$ cat config.mk
export PLATFORM = sky130hd
export DESIGN_NAME = execute_cycle
export DESIGN_NICKNAME = d
export VERILOG_FILES = /design/src/rtl/riscv_pkg.sv /design/src/rtl/alu.sv /design/src/rtl/execute_cycle.sv
export SDC_FILE = /design/constraint.sdc
export NUM_CORES = 1
export LEC_CHECK = 0
export CORE_MARGIN = 2
export CORE_UTILIZATION = 50
export CTS_BUF_LIST = sky130_fd_sc_hd__clkbuf_8 sky130_fd_sc_hd__clkbuf_16
export CTS_CLUSTER_DIAMETER = 150
export DETAILED_ROUTE_END_ITERATION = 10
export GPL_TIMING_DRIVEN = 0
export PLACE_DENSITY = 0.84
export SLEW_MARGIN = 0
export SYNTH_ARGS = -nofsm -noshare
export SYNTH_HDL_FRONTEND = slang
export SYNTH_SLANG_ARGS = --single-unit
$ cat constraint.sdc
create_clock -name clk -period 15.76 [get_ports clk]
set_input_delay 3.152 -clock clk [delete_from_list [all_inputs] [get_ports clk]]
set_output_delay 3.152 -clock clk [all_outputs]
set_load 0.02 [all_outputs]
$ cat src/rtl/riscv_pkg.sv
// Shared definitions for the RISC-V pipeline stages.
//   ALU_*  : 3-bit ALU operation codes driven on ALUControlE.
//   FWD_*  : 2-bit forwarding select codes driven by the hazard unit.
//   ex_mem_t : contents of the EX/MEM pipeline register.
package riscv_pkg;

    localparam logic [2:0] ALU_ADD = 3'b000;
    localparam logic [2:0] ALU_SUB = 3'b001;
    localparam logic [2:0] ALU_AND = 3'b010;
    localparam logic [2:0] ALU_OR  = 3'b011;
    localparam logic [2:0] ALU_SLT = 3'b101;

    localparam logic [1:0] FWD_NONE = 2'b00;
    localparam logic [1:0] FWD_WB   = 2'b01;
    localparam logic [1:0] FWD_MEM  = 2'b10;

    typedef struct packed {
        logic        reg_write;
        logic        mem_write;
        logic        result_src;
        logic [4:0]  rd;
        logic [31:0] pc_plus4;
        logic [31:0] write_data;
        logic [31:0] alu_result;
    } ex_mem_t;

endpackage

$ cat src/rtl/alu.sv
// Purely combinational 32-bit ALU.
//   A, B       : operands
//   ALUControl : operation select (riscv_pkg ALU_* codes)
//   Result     : operation result, mod 2^32; unknown codes give 0
//   Zero       : high when Result == 0
module alu
    import riscv_pkg::*;
(
    input  logic [31:0] A,
    input  logic [31:0] B,
    input  logic [2:0]  ALUControl,
    output logic [31:0] Result,
    output logic        Zero
);

    always_comb begin
        Result = '0;
        case (ALUControl)
            ALU_ADD: Result = A + B;
            ALU_SUB: Result = A - B;
            ALU_AND: Result = A & B;
            ALU_OR:  Result = A | B;
            ALU_SLT: Result = {31'b0, $signed(A) < $signed(B)};
            default: Result = '0;
        endcase
    end

    assign Zero = (Result == '0);

endmodule

$ cat src/rtl/execute_cycle.sv
// Execute stage of a 5-stage RISC-V pipeline with the EX/MEM register.
//   clk, rst             : rising-edge clock, asynchronous active-low reset
//   *E inputs            : decoded controls, operands and PC values
//   ResultW, Forward*_E  : writeback value and hazard-unit forwarding selects
//   PCSrcE, PCTargetE    : combinational branch decision / target
//   *M outputs           : EX/MEM register contents (1-cycle latency)
// Build option: define EXEC_FORWARD_EN to enable operand forwarding; when
// undefined the forwarding inputs are ignored and RD1_E/RD2_E are used as-is.
module execute_cycle
    import riscv_pkg::*;
(
    input  logic        clk,
    input  logic        rst,
    input  logic        RegWriteE,
    input  logic        ALUSrcE,
    input  logic        MemWriteE,
    input  logic        ResultSrcE,
    input  logic        BranchE,
    input  logic [2:0]  ALUControlE,
    input  logic [31:0] RD1_E,
    input  logic [31:0] RD2_E,
    input  logic [31:0] Imm_Ext_E,
    input  logic [31:0] PCE,
    input  logic [31:0] PCPlus4E,
    input  logic [4:0]  RD_E,
    input  logic [31:0] ResultW,
    input  logic [1:0]  ForwardA_E,
    input  logic [1:0]  ForwardB_E,
    output logic        PCSrcE,
    output logic [31:0] PCTargetE,
    output logic        RegWriteM,
    output logic        MemWriteM,
    output logic        ResultSrcM,
    output logic [4:0]  RD_M,
    output logic [31:0] PCPlus4M,
    output logic [31:0] WriteDataM,
    output logic [31:0] ALUResultM
);

    logic [31:0] src_a_e, fwd_b_e, src_b_e, alu_result_e;
    logic        zero_e;
    ex_mem_t     ex_mem_d, ex_mem_q;

`ifdef EXEC_FORWARD_EN
    // MEM forwarding taps the registered result, so an instruction sees the
    // value of the one before it, never its own same-edge update.
    always_comb begin
        case (ForwardA_E)
            FWD_WB:  src_a_e = ResultW;
            FWD_MEM: src_a_e = ex_mem_q.alu_result;
            default: src_a_e = RD1_E;
        endcase
        case (ForwardB_E)
            FWD_WB:  fwd_b_e = ResultW;
            FWD_MEM: fwd_b_e = ex_mem_q.alu_result;
            default: fwd_b_e = RD2_E;
        endcase
    end
`else
    logic unused_fwd;
    assign unused_fwd = ^{ForwardA_E, ForwardB_E, ResultW};
    assign src_a_e    = RD1_E;
    assign fwd_b_e    = RD2_E;
`endif

    assign src_b_e = ALUSrcE ? Imm_Ext_E : fwd_b_e;

    alu u_alu (
        .A          (src_a_e),
        .B          (src_b_e),
        .ALUControl (ALUControlE),
        .Result     (alu_result_e),
        .Zero       (zero_e)
    );

    assign PCSrcE    = BranchE & zero_e;
    assign PCTargetE = PCE + Imm_Ext_E;

    // Store data is the register operand, not the immediate.
    always_comb begin
        ex_mem_d            = '0;
        ex_mem_d.reg_write  = RegWriteE;
        ex_mem_d.mem_write  = MemWriteE;
        ex_mem_d.result_src = ResultSrcE;
        ex_mem_d.rd         = RD_E;
        ex_mem_d.pc_plus4   = PCPlus4E;
        ex_mem_d.write_data = fwd_b_e;
        ex_mem_d.alu_result = alu_result_e;
    end

    always_ff @(posedge clk or negedge rst) begin
        if (!rst) ex_mem_q <= '0;
        else      ex_mem_q <= ex_mem_d;
    end

    assign RegWriteM  = ex_mem_q.reg_write;
    assign MemWriteM  = ex_mem_q.mem_write;
    assign ResultSrcM = ex_mem_q.result_src;
    assign RD_M       = ex_mem_q.rd;
    assign PCPlus4M   = ex_mem_q.pc_plus4;
    assign WriteDataM = ex_mem_q.write_data;
    assign ALUResultM = ex_mem_q.alu_result;

endmodule

==> metrics.txt, run 1 <==
status=completed; Leak Pwr=0.00622 µW; Residual DRC=0; total wire length=36,600 µm; final worst path period need=12.85 ns; ranking of synthesized cells by area=dfrtp_1 26%, ha_1 18%, a21oi_1 4.4%, mux2i_1 4.2%, inv_1 4.0%; PnR worst setup slack=2.91 ns; Crit path max-delay family=compound AO/OA/AOI/OAI gates; EDFF count, synth=0; H-tree depth=3; number of placement rows=51; period utilisation layout=81.5%; chip width=146 µm; DR vias/cell=5.97; TritonCTS Sinks=104; total gr overflow=0; part of the power in combinational logic=49.4%; Pwr Density=75.6 nW/µm²; number of global-route vias before repair=10,400; Max Cap Viol=0; port bufs=309; Arr. time, crit path=9.69 ns; core area=19,600 µm²; Setup Fix Bufs, Post-CTS=0; clk root buf=clkbuf_16; WHS=2.73 ns; Syn Nets=1,540; CTS clk-pin slew, worst paths=0.09 ns; die outline height=146 µm; routed len/inst=20.6 µm; layout cell share with drive strength beyond 1=3.45%; nets@finish=1,861; CP dominant cell by count=o21ai_0; crit path cell chain=clkbuf_1 -> buf_1 -> mux2i_1 -> inv_1 -> fa_1 -> a211oi_2 -> o21ai_0 -> and2_1 -> a221oi_1 -> o21ai_0 -> o311ai_0 -> xnor2_1 -> o22ai_1 -> or4_1 -> or4b_1 -> nor4_2 -> clkdlybuf4s50_1; RSZ-0062 raised after global routing=no; Initial DRC Count=1,057; Mapped Cells=1,182; CTS Buf Count=9; initial antenna violation count=0; DIE AREA=21,200 µm²; Placer Congestion=1.04; CTS max path bufs=2; Final ANT Viol Nets=0; mean area per synthesized cell=8.48 µm²; Crit path required time=12.61 ns; Detailed Place HPWL=30,200 µm; largest net degree at the start of global routing=74; Syn. warnings=0; Net Sw Frac=40.6%; CP Capture Type=primary output; first-pass GRT wire length=57,400 µm; worst hold path class=primary input to asynchronous set/reset pin; CP max FO=10; Rel. slew slack=35.0%; Post-Syn Area=10,000 µm²; CTS resizes=0; Top Ports=348; Total GRT Usage=33.8%; Int Pwr=618 µW; slowest library cell on the worst path=buf_1; Seq pwr share=28.1%; post-synthesis cell type count=83; Critical Path Start Type=primary input; Synth Register Bits=104; drt pass-1 iters=6; post-place setup slack=3.01 ns; worst ir drop on vdd=0.0550 mV; setup TNS=0 ns; ys flop type=dfrtp_1; Final Hold Viols=0; final setup fails=0; Slew Limit Fails=0; Synth area leader=dfrtp_1; # hold bufs at CTS=0; routed vias=10,600; share of the synthesized area in the top cell type=26.0%; switching pwr=422 µW; Seq/Total Area, Yosys=26.0%; Antenna diodes=0; Worst Path Class, Setup=primary input to primary output; Clock power frac=22.5%; ys async rst share=100%; slew at the pin closest to its max-slew limit=0.975 ns; largest stage delay on the critical path=0.77 ns; P&R area growth vs syn=37.3%; crit path from=ALUSrcE; FMAX=0.0778 GHz; Crit path buffers/inverters=4; starting density of the core=51.2%; clock tree from TritonCTS=built
-- worst max path at each step --
stage,end,slack [ns],depth (start not counted)
6_report,PCSrcE,2.91,17
3_5_place_dp,PCSrcE,3.01,17
2_1_floorplan,PCSrcE,4.95,16
3_3_place_gp,PCSrcE,3.07,17
4_1_cts,PCSrcE,2.99,17
5_1_grt,PCSrcE,2.56,17
-- cell type report --
cell class | instances | area, µm²
clock buffers | 9 | 225
repair buffers | 310 | 3120
clock inverters | 7 | 66.3
inverters | 109 | 409
plain buffers | 51 | 256
fillers | 1630 | 5820
flip-flops and latches | 104 | 2600
well taps | 265 | 332
multi-input cells | 918 | 6760
-- layout by cell type (no fill, tap or decap), types with 8 or more instances in the layout --
cell	n
o31ai_1	8
nand3_1	17
inv_1	108
clkbuf_16	9
xor2_1	11
nor3_1	35
nor2b_1	11
o21ai_0	62
a31oi_1	14
o21bai_1	15
nor4_1	13
ha_1	144
o21a_1	8
a21o_1	27
clkdlybuf4s50_1	308
or3_1	13
o211ai_1	19
nand2_1	77
nand4_1	14
a211oi_1	28
clkbuf_1	29
and3_1	8
xnor2_1	36
nand2b_1	13
nor2_1	88
dfrtp_1	104
a211o_1	8
o22ai_1	8
a21oi_1	88
mux2i_1	42
-- per-stage QoR --
stage               total power, µW  std cells  util (%)  cell area [µm²]
global route                   1090       1773      70.3            13800
detailed placement              800       1757      68.8            13500
floorplan                       587       1182         -            10000
CTS                            1030       1773      70.3            13800
global placement                794       1756      68.7            13500
finish                         1040       1773      70.3            13800
-- registers in the layout, summed over array words and instances, names as in the netlist --
register    flops
RD_M            5
PCPlus4M       32
WriteDataM     32
MemWriteM       1
ResultSrcM      1
ALUResultM     32
RegWriteM       1
-- cell families (layout without fill, tap and decap cells) --
group                    count (synthesis)  after routing  synth area share (%)
adder cells (fa/ha/maj)                147            147                  18.6
multiplexers                            44             44                  4.53
buffers and inverters                  160            486                  6.64
flip-flops                             104            104                  26.0
AO/OA/AOI/OAI                          354            354                  23.8
XOR/XNOR                                47             47                  4.11
AND/OR/NAND/NOR                        326            326                  16.4
-- synthesized netlist by cell type (5+ instances only) --
master / n
a2111oi_0: 7
a211o_1: 8
a211oi_1: 28
a21o_1: 27
a21oi_1: 88
a31oi_1: 14
and2_1: 6
and3_1: 8
buf_1: 5
buf_2: 7
buf_4: 5
buf_6: 5
clkbuf_1: 29
dfrtp_1: 104
ha_1: 144
inv_1: 107
mux2i_1: 42
nand2_1: 77
nand2b_1: 13
nand3_1: 17
nand4_1: 14
nor2_1: 88
nor2b_1: 11
nor3_1: 35
nor4_1: 13
o211ai_1: 19
o21a_1: 8
o21ai_0: 62
o21bai_1: 15
o22ai_1: 8
o311ai_0: 7
o31a_1: 6
o31ai_1: 8
or3_1: 13
or4_1: 5
xnor2_1: 36
xor2_1: 11
-- power by group through the flow --
| stage | sequential, µW | clock [µW] | combinational, µW |
|---|---|---|---|
| finish | 292 | 234 | 514 |
| detailed placement | 298 | 0 | 502 |
| global route | 294 | 247 | 550 |
| global placement | 297 | 0 | 497 |
| floorplan | 323 | 0 | 264 |
| CTS | 292 | 235 | 505 |
-- per-layer routing --
layer / vias to the layer above / part of all wire, % / GRT usage (%)
li1: 4927 / - / -
met2: 607 / 45 / 55.1
met1: 4976 / 42 / 45.3
met5: - / 0 / 0
met3: 76 / 10 / 7.21
met4: 0 / 2.5 / 10.1
(Power assumes the default switching activity.)
==> inputs of run 2 (changes only) <==
CORE_UTILIZATION = 47   (was 50)
PLACE_DENSITY = 0.8   (was 0.84)
clock period = 13.2 ns   (was 15.76 ns; I/O delays follow)
==> metrics.txt, run 2 (same netlist as run 1, synthesis figures left out) <==
starting density of the core=47.8% (-3.3 points); TritonCTS Sinks=104 (unchanged); first-pass GRT wire length=56,500 µm (-1.5%); Final Hold Viols=0 (unchanged); Total GRT Usage=32.2% (-1.6 points); drt pass-1 iters=7 (+1); Core Util, Final=65.8% (-4.5 points); worst ir drop on vdd=0.0565 mV (+2.8%); post-place setup slack=1.33 ns (-1.68 ns); period utilisation layout=90.4%; slowest library cell on the worst path=buf_1; routed len/inst=20.8 µm (+0.55%); Crit path buffers/inverters=4 (unchanged); DIE AREA=22,500 µm² (+6.2%); chip width=150 µm (+3.1%); DR vias/cell=5.98 (about the same); Worst Path Class, Setup=primary input to primary output; nets@finish=1,861 (unchanged); FMAX=0.0838 GHz; Crit path required time=10.56 ns (-2.05 ns); Setup Fix Bufs, Post-CTS=0 (unchanged); final setup fails=0 (unchanged); # hold bufs at CTS=0 (unchanged); die outline height=150 µm (+3.1%); clock tree from TritonCTS=built; Leak Pwr=0.00621 µW (about the same); part of the power in combinational logic=49.7% (+0.3 points); Slew Limit Fails=0 (unchanged); highest-count cells in the layout ignoring fill and taps=308 x clkdlybuf4s50_1, 144 x ha_1, 108 x inv_1; largest stage delay on the critical path=0.86 ns (+0.09 ns); routed vias=10,700 (+0.72%); Initial DRC Count=971 (-8.1%); Pwr Density=90.1 nW/µm² (+19%); status=completed; placed insts=1,767 (+0.57%); GR Util met2=50.5% (-4.7 points); Arr. time, crit path=9.30 ns (-0.39 ns); Fillers=1,874 (+15%); commonest non-fill, non-tap cell in the layout=clkdlybuf4s50_1; Critical Path Start Type=primary input; core area=21,000 µm² (+7.0%); worst hold path class=primary input to asynchronous set/reset pin; clk root buf=clkbuf_16; RSZ-0062 raised after global routing=no; layout cell share with drive strength beyond 1=3.45% (unchanged); Rel. slew slack=26.9% (-8.1 points); slew at the pin closest to its max-slew limit=1.10 ns (+0.121 ns); Residual DRC=0 (unchanged); GR Util met1=44.3% (-0.99 points); setup TNS=0 ns (unchanged); Net Sw Frac=40.6% (+0.043 points); number of placement rows=53 (+3.9%); largest net degree at the start of global routing=73 (-1.4%); P&R area growth vs syn=37.5% (about the same); Seq pwr share=28.1% (about the same); GRT busiest layer=met2; Int Pwr=737 µW (+19%); CTS clk-pin slew, worst paths=0.09 ns (about the same); Max Cap Viol=0 (unchanged); final worst path period need=11.94 ns; total wire length=37,000 µm (+1.2%); Non-Filler Instances=1,784 (+0.62%); CP Capture Type=primary output; initial antenna violation count=1 (+1); CP dominant cell by count=o21ai_0; Detailed Place HPWL=30,200 µm (+0.10%); switching pwr=505 µW (+19%); WHS=2.22 ns (-0.506 ns); Clock power frac=22.2% (-0.3 points); CTS resizes=0 (unchanged); port bufs=309 (unchanged); Placer Congestion=1.03 (-1.8%); crit path cell chain=clkbuf_1 -> buf_1 -> mux2i_1 -> inv_1 -> fa_1 -> a211oi_2 -> o21ai_0 -> and2_1 -> a221oi_1 -> o21ai_0 -> o311ai_0 -> xnor2_1 -> o22ai_1 -> or4_1 -> or4b_1 -> nor4_2 -> clkdlybuf4s50_1; PnR worst setup slack=1.26 ns (-1.65 ns); total gr overflow=0 (unchanged); CTS Buf Count=9 (unchanged); number of global-route vias before repair=10,300 (-1.7%); Crit path max-delay family=buffers and inverters; Final ANT Viol Nets=0 (unchanged); CP max FO=10 (unchanged); met3 global-route usage=8.29% (+1.1 points); Top Ports=348 (unchanged); CTS max path bufs=2 (unchanged); H-tree depth=3 (unchanged)
run 2: changes by cell type in the layout (fill, tap and decap cells not counted), sizes merged:
| cell | delta |
|---|---|
| clkinvlp | +1 |
| diode | +1 |
| clkinv | -1 |
run 2: cell type report:
cell class	instances	area (µm²)	area share (%)
clock inverters	7	65.1	0.472
multi-input cells	918	6760	49.0
plain buffers	51	256	1.86
inverters	109	409	2.97
clock buffers	9	225	1.63
flip-flops and latches	104	2600	18.9
well taps	275	344	2.50
diodes	1	2.50	0.0182
repair buffers	310	3120	22.6
run 2: worst paths after layout:
kind                              start                 endpoint  slack (ns)  cells after the start
setup / recovery                ALUSrcE                   PCSrcE        1.26                     17
hold / removal                      rst  WriteDataM[0]$_DFF_PN0_        2.22                      1
max in group asynchronous           rst   PCPlus4M[27]$_DFF_PN0_       10.24                      2
min in group clk           PCPlus4E[23]   PCPlus4M[23]$_DFF_PN0_        2.70                      1
run 2: power by group through the flow:
stage	Clock (µW)	Sequential [µW]	Combinational, µW
finish	276	348	617
floorplan	0	386	315
global route	293	351	660
detailed placement	0	355	601
global placement	0	354	596
CTS	281	349	605
run 2: per-layer routing:
layer | vias up | wire length [µm]
li1 | 4916 | -
met2 | 614 | 16400
met4 | 0 | 784
met3 | 66 | 4010
met5 | - | 0
met1 | 5066 | 15800
run 2: stage by stage:
step / total power (µW) / instance area (µm²)
floorplan: 701 / 10000
global placement: 950 / 13500
finish: 1240 / 13800
global route: 1300 / 13800
CTS: 1230 / 13800
detailed placement: 956 / 13500
==> inputs of run 3 (changes only) <==
SLEW_MARGIN = 20   (was 0)
clock period = 11.57 ns   (was 13.2 ns; I/O delays follow)
==> metrics.txt, run 3 (same netlist as run 1, synthesis figures left out) <==
clk root buf=clkbuf_16; CP max FO=10 (unchanged); number of global-route vias before repair=10,200 (-0.039%); Crit path required time=9.26 ns (-1.30 ns); H-tree depth=3 (unchanged); Worst Path Class, Setup=primary input to primary output; nets@finish=1,861 (unchanged); port bufs=309 (unchanged); DIE AREA=22,500 µm² (unchanged); Total GRT Usage=32.0% (-0.20 points); TritonCTS Sinks=104 (unchanged); Final Hold Viols=0 (unchanged); clock tree from TritonCTS=built; slew at the pin closest to its max-slew limit=0.975 ns (-0.121 ns); Critical Path Start Type=primary input; routed vias=10,600 (-0.24%); final setup fails=0 (unchanged); CTS max path bufs=2 (unchanged); Setup Fix Bufs, Post-CTS=0 (unchanged); FMAX=0.0914 GHz; Pwr Density=103 nW/µm² (+14%); setup TNS=0 ns (unchanged); initial antenna violation count=0 (-1); die outline height=150 µm (unchanged); worst ir drop on vdd=0.0631 mV (+12%); Placer Congestion=1.03 (unchanged); Non-Filler Instances=1,783 (-0.056%); highest-count cells in the layout ignoring fill and taps=308 x clkdlybuf4s50_1, 144 x ha_1, 108 x inv_1; drt pass-1 iters=6 (-1); starting density of the core=47.8% (unchanged); placed insts=1,767 (unchanged); first-pass GRT wire length=55,900 µm (-1.1%); largest net degree at the start of global routing=73 (unchanged); routed len/inst=20.6 µm (-0.54%); Slew Limit Fails=0 (unchanged); status=completed; RSZ-0062 raised after global routing=no; CTS clk-pin slew, worst paths=0.09 ns (about the same); DR vias/cell=5.97 (-0.19%); final worst path period need=10.94 ns; Antenna diodes=0 (-1); Arr. time, crit path=8.62 ns (-0.68 ns); power after layout=1420 µW (+14%); Residual DRC=0 (unchanged); Top Ports=348 (unchanged); CP Capture Type=primary output; Detailed Place HPWL=30,200 µm (about the same); Leak Pwr=0.00622 µW (about the same); chip width=150 µm (unchanged); layout cell share with drive strength beyond 1=3.51% (+0.066 points); Max Cap Viol=0 (unchanged); P&R area growth vs syn=37.5% (about the same); number of placement rows=53 (unchanged); Initial DRC Count=915 (-5.8%); commonest non-fill, non-tap cell in the layout=clkdlybuf4s50_1; worst hold path class=primary input to asynchronous set/reset pin; Rel. slew slack=34.2% (+7.3 points); CTS Buf Count=9 (unchanged); core area=21,000 µm² (unchanged); total wire length=36,800 µm (-0.60%); total gr overflow=0 (unchanged); period utilisation layout=94.5%; Final ANT Viol Nets=0 (unchanged)
-- run 3: cell types whose count changed in the layout (fill, tap and decap cells not counted) --
cell / change
clkbuf_2: +1
buf_1: -1
buf_4: -1
diode_2: -1
buf_6: +1
-- run 3: layer usage --
metal	global-route usage, %	share of wire (%)	up-vias
li1	-	-	4917
met1	43.7	43	5033
met2	50.5	44	621
met3	7.68	11	65
met4	9.29	2.2	0
met5	0	0	-
-- run 3: critical path, stage by stage --
cell and delay [ns]:
clkbuf_1 0.32, buf_1 0.77, mux2i_1 0.60, inv_1 0.15, ha_1 0.23, a211oi_1 0.22
nor3_1 0.11, o41a_1 0.37, a221oi_1 0.58, o21ai_0 0.29, o311ai_0 0.41, xnor2_1 0.18
o22ai_1 0.18, or4_1 0.57, or4b_1 0.50, nor4_2 0.18, clkdlybuf4s50_1 0.65
-- run 3: final timing paths --
kind,end,start,cells past startpoint,slack [ns]
min in group clk,PCPlus4M[23]$_DFF_PN0_,PCPlus4E[23],1,2.38
max in group asynchronous,PCPlus4M[27]$_DFF_PN0_,rst,2,9.06
min,WriteDataM[0]$_DFF_PN0_,rst,1,1.82
max,PCSrcE,ALUSrcE,17,0.63
-- run 3: final cells by class --
cell class	instances	area [µm²]
well taps	275	344
clock buffers	9	225
fillers	1844	7170
multi-input cells	918	6760
repair buffers	310	3120
clock inverters	7	65.1
inverters	109	409
flip-flops and latches	104	2600
plain buffers	51	258
-- run 3: report_power, final --
group	internal, µW	switching, µW	total, µW	leakage (µW)
Combinational	300	403	703	0.00482
Clock	151	165	316	0.000143
Sequential	390	7.62	397	0.00125
Total	841	576	1420	0.00622
-- run 3: through the flow --
| step | worst slack [ns] | cell area (µm²) | util, % | hold WS [ns] |
|---|---|---|---|---|
| floorplan | 2.43 | 10000 | - | 2.02 |
| global placement | 0.381 | 13500 | 64.2 | 2.76 |
| detailed placement | 0.370 | 13500 | 64.4 | 2.23 |
| CTS | 0.334 | 13800 | 65.8 | 1.84 |
| global route | 0.348 | 13800 | 65.8 | 1.85 |
| finish | 0.633 | 13800 | 65.8 | 1.82 |
-- run 3: repair_timing --
item	4_1_cts	5_1_grt
endpoints found under the setup margin	0	1
hold buffers	0	0
resized for setup	0	2
